File: config.mk
export PLATFORM = sky130hd
export DESIGN_NAME = writeback_forward_unit
export DESIGN_NICKNAME = d
export VERILOG_FILES = /design/src/rtl/writeback_forward_unit.sv
export SDC_FILE = /design/constraint.sdc
export NUM_CORES = 1
export LEC_CHECK = 0
export CORE_UTILIZATION = 36
export CTS_CLUSTER_DIAMETER = 40
export DETAILED_ROUTE_END_ITERATION = 12
export PLACE_DENSITY = 0.91
export SLEW_MARGIN = 20
export SYNTH_ARGS = -nofsm -noshare
export SYNTH_HDL_FRONTEND = slang
export SYNTH_SLANG_ARGS = --single-unit
File: constraint.sdc
create_clock -name clk -period 2.85 [get_ports clk]
set_input_delay 0.57 -clock clk [delete_from_list [all_inputs] [get_ports clk]]
set_output_delay 0.57 -clock clk [all_outputs]
set_load 0.01 [all_outputs]
File: src/rtl/writeback_forward_unit.sv
// Tracks the M and W stages of a 5-stage pipeline, resolves EX operands and detects data hazards.
// Define WB_FWD_BYPASS_EN for full forwarding; otherwise the unit stalls until the register file holds the value.
module writeback_forward_unit (
    input  logic        clk,
    input  logic        rst_n,
    input  logic [4:0]  ex_rd,
    input  logic        ex_reg_write,
    input  logic        ex_mem_read,
    input  logic [31:0] ex_alu_result,
    input  logic [4:0]  ex_rs,
    input  logic [4:0]  ex_rt,
    input  logic [31:0] ex_rs_data,
    input  logic [31:0] ex_rt_data,
    input  logic [4:0]  id_rs,
    input  logic [4:0]  id_rt,
    input  logic [31:0] mem_load_data,
    output logic [31:0] fwd_rs_data,
    output logic [31:0] fwd_rt_data,
    output logic        stall,
    output logic        wb_we,
    output logic [4:0]  wb_addr,
    output logic [31:0] wb_data,
    output logic [15:0] stall_count
);

    logic [4:0]  m_rd_q, w_rd_q;
    logic        m_we_q, m_load_q, w_we_q;
    logic [31:0] m_result_q, w_data_q;
    logic [31:0] w_data_d;
    logic [15:0] stall_count_q, stall_count_d;

    always_comb begin
        w_data_d      = m_load_q ? mem_load_data : m_result_q;
        stall_count_d = stall_count_q;
        if (stall && stall_count_q != 16'hFFFF) begin
            stall_count_d = stall_count_q + 16'd1;
        end
    end

    // Both stages advance every cycle; bubbling ID/EX during a stall is the surrounding pipeline's job.
    always_ff @(posedge clk or negedge rst_n) begin
        if (!rst_n) begin
            m_rd_q        <= 5'd0;
            m_we_q        <= 1'b0;
            m_load_q      <= 1'b0;
            m_result_q    <= 32'd0;
            w_rd_q        <= 5'd0;
            w_we_q        <= 1'b0;
            w_data_q      <= 32'd0;
            stall_count_q <= 16'd0;
        end else begin
            m_rd_q        <= ex_rd;
            m_we_q        <= ex_reg_write;
            m_load_q      <= ex_mem_read;
            m_result_q    <= ex_alu_result;
            w_rd_q        <= m_rd_q;
            w_we_q        <= m_we_q;
            w_data_q      <= w_data_d;
            stall_count_q <= stall_count_d;
        end
    end

    assign wb_we       = w_we_q && (w_rd_q != 5'd0);
    assign wb_addr     = w_rd_q;
    assign wb_data     = w_data_q;
    assign stall_count = stall_count_q;

`ifdef WB_FWD_BYPASS_EN
    // A load sitting in M has no data yet, so it never forwards; the youngest ALU result wins over W.
    function automatic logic [31:0] resolve(input logic [4:0] src, input logic [31:0] rf_val);
        logic [31:0] val;
        val = rf_val;
        if (src == 5'd0) begin
            val = rf_val;
        end else if (m_we_q && !m_load_q && m_rd_q == src) begin
            val = m_result_q;
        end else if (w_we_q && w_rd_q == src) begin
            val = w_data_q;
        end
        return val;
    endfunction

    assign fwd_rs_data = resolve(ex_rs, ex_rs_data);
    assign fwd_rt_data = resolve(ex_rt, ex_rt_data);
    assign stall = ex_mem_read && ex_reg_write && (ex_rd != 5'd0) &&
                   ((ex_rd == id_rs) || (ex_rd == id_rt));
`else
    function automatic logic pending(input logic [4:0] src);
        return (src != 5'd0) &&
               ((ex_reg_write && ex_rd == src) ||
                (m_we_q && m_rd_q == src) ||
                (w_we_q && w_rd_q == src));
    endfunction

    logic unused_ok;
    assign unused_ok   = ^{ex_rs, ex_rt};
    assign fwd_rs_data = ex_rs_data;
    assign fwd_rt_data = ex_rt_data;
    assign stall       = pending(id_rs) || pending(id_rt);
`endif

endmodule

==> metrics.md <==
| Metric | Value |
|---|---|
| Status | `finished, final reports clean` |
| Antenna fix cells | `0` |
| R2r setup slk | `0.53 ns` |
| Std cell rows | `38` |
| IO Pins | `276` |
| Setup_tns | `0 ns` |
| Layout cells sized above 1 | `0.2489` |
| 1st-pass router iterations | `4` |
| Commonest cells after routing, fill and taps aside | `clkdlybuf4s50_1, dfrtp_1, buf_4` |
| Final core utilization | `0.5262` |
| Htree depth | `3` |
| Die W | `109.1 um` |
| DR WL/cell | `17.69 um` |
| CTS tree | `done` |
| Max Clock Freq | `358.4 MHz` |
| Register area share after synthesis | `0.5636` |
| Worst Path Max Fanout | `4` |
| Reg2reg start | `stall_count[7]$_DFFE_PN0P_` |
| Req. time, crit path | `2.28 ns` |
| Tmin final | `2.790 ns` |
| Pwr Total | `0.003411 W` |
| Primary FF master, synth | `dfrtp_1` |
| Post-DP HPWL | `7.575 mm` |
| Via count | `2797` |
| DRT Wirelength | `10.29 mm` |
| Hold Slack | `0.2440 ns` |
| Layout Nets | `595` |
| Clock transition at path regs | `0.07 ns` |
| Hold Fails Final Rpt | `0` |
| Crit path launch type | `input pin` |
| DRT iter0 DRCs | `133` |
| Async set or reset register ratio after synthesis | `1.000` |
| Peak supply drop | `0.0003596 V` |
| Core area | `0.01098 mm^2` |
| Most common cell after layout, fill and taps aside | `clkdlybuf4s50_1` |
| All-Layer GR Usage | `0.1800` |
| Vias per inst | `4.806` |
| Crit. Startpoint | `id_rt[2]` |
| Max-slew violations | `0` |
| # setup viols final | `0` |
| EDFF count, synth | `0` |
| M3 GR Usage | `0.04423` |
| CTS buffer count | `9` |
| Synth cell types | `42` |
| Hold Crit Class | `input pin to asynchronous set/reset pin` |
| Clock root buffer | `clkbuf_16` |
| Total grt overflow | `0` |
| Worst Setup EP | `stall` |
| Final cycle utilization of the critical path | `0.9789` |
| Clock sinks | `93` |
| Area growth syn-to-layout | `39.97%` |
| Cts hold-fix bufs | `0` |
| Full die area | `0.01190 mm^2` |
| Starting density of the core | `0.3759` |
| Syn_nets | `484` |
| Vias in the first global route | `3141` |
| Busiest metal layer after global routing | `met2` |
| FF+latch count, synth | `93` |
| CP endpoint kind | `output port` |
| Dpl cell area | `0.005398 mm^2` |
| Yosys Warn Count | `0` |
| Lkg Pwr | `2.371 nW` |
| First-pass GRT wire length | `15.67 mm` |
| Chip height | `109.1 um` |
| Gate Count Post-Synth | `326` |
| Port buffer count | `137` |
| Largest net degree at the start of global routing | `53` |
| Initial antenna violation count | `0` |
| Antenna Nets Post-Route | `0` |
| Final Wtd Congestion | `0.9598` |
| Mapped Area | `0.004129 mm^2` |
| Critical R2R Capture | `stall_count[11]$_DFFE_PN0P_` |
| Met2 Track Usage GR | `0.3257` |
| Met1 Use GR | `0.1781` |
| Skew final | `0.005860 ns` |
| CTS Buffer Depth | `2` |
| Worst Tran Pin Value | `0.6539 ns` |
| Final Cell Area | `0.005779 mm^2` |
| WS Path Type | `input pin to output port` |
| Worst-Skew Late Latency | `0.35 ns` |
| Maxcap violations | `0` |
| Mean Syn Cell Area | `12.67 um^2` |
| R2R cell count | `6` |
| Worst slew margin | `0.5641` |
| Residual DRC | `0` |
| Critical Path AT | `2.22 ns` |
| Pwr dens | `590.2 mW/mm^2` |
[flip-flops by register name (all words and copies together) (netlist names)]
register and cells:
m_load_q 1, m_rd_q 5, m_result_q 32, m_we_q 1
stall_count 16, w_we_q 1, wb_addr 5, wb_data 32
[worst max-delay path, stage by stage]
cell,delay [ns]
clkdlybuf4s50_1,0.51
nor3_2,0.22
a211o_1,0.17
o22ai_2,0.08
or3_4,0.39
nor2_4,0.10
inv_2,0.05
buf_6,0.11
[cell usage after synthesis, types with 2 or more instances]
master	instances	area share
a2111oi_0	4	0.0085
a211oi_1	6	0.011
buf_1	3	0.0027
buf_2	2	0.0024
buf_4	64	0.12
clkbuf_1	2	0.0018
dfrtp_1	93	0.56
inv_1	4	0.0036
mux2_2	34	0.093
mux2_4	2	0.0073
nand2_1	14	0.013
nand3_1	8	0.0097
nand4_1	8	0.012
nor2_1	7	0.0064
nor3_1	3	0.0036
nor3_2	2	0.0048
o21ai_0	4	0.0048
o22ai_1	2	0.0030
or2_2	3	0.0045
or4_1	3	0.0055
xnor2_1	29	0.062
xor2_1	9	0.019
[layer usage]
metal	routed length, um	part of all wire
met1	3489	0.34
met2	5658	0.55
met3	628	0.061
met4	516	0.050
met5	0	0
[worst min path at each step]
stage / end / cells past startpoint / slack, ns
finish: m_result_q[5]$_DFF_PN0_ / 1 / 0.24
global placement: w_we_q$_DFF_PN0_ / 0 / 0.37
CTS: m_result_q[5]$_DFF_PN0_ / 1 / 0.26
global route: m_result_q[1]$_DFF_PN0_ / 1 / 0.30
floorplan: m_load_q$_DFF_PN0_ / 0 / 0.27
detailed placement: w_we_q$_DFF_PN0_ / 0 / 0.37
[area by class of cell]
cell class,count,area (um^2)
fillers,894,5204
well taps,140,175.2
clock inverters,7,91.34
multi-input cells,155,1296
flip-flops and latches,93,2327
repair buffers,173,1645
inverters,5,18.77
clock buffers,9,225.2
[per-stage QoR]
step / setup WS (ns) / cells
2_1_floorplan: 0.3794 / 326
3_3_place_gp: -0.5744 / 562
6_report: 0.06003 / 582
5_1_grt: -0.002914 / 582
4_1_cts: 0.001847 / 581
3_5_place_dp: -0.5959 / 562
[repair_timing]
item | 4_1_cts | 5_1_grt
hold endpoints to repair | 0 | 0
pin swaps | 5 | 5
setup endpoints to repair | 1 | 5
resized for setup | 21 | 9
setup buffers | 3 | 1
[cells by family after synthesis]
| group | share of synthesized area |
|---|---|
| flip-flops | 0.5636 |
| buffers and inverters | 0.1324 |
| AND/OR/NAND/NOR | 0.06970 |
| XOR/XNOR | 0.08061 |
| multiplexers | 0.1000 |
| AO/OA/AOI/OAI | 0.05061 |
| adder cells (fa/ha/maj) | 0.003030 |
[power by group]
group | internal [W] | total (W) | switching (W)
logic | 0.000387 | 0.000636 | 0.000249
clock network | 0.000701 | 0.00125 | 0.000547
registers | 0.00143 | 0.00153 | 0.0000953
(Power assumes the default switching activity.)
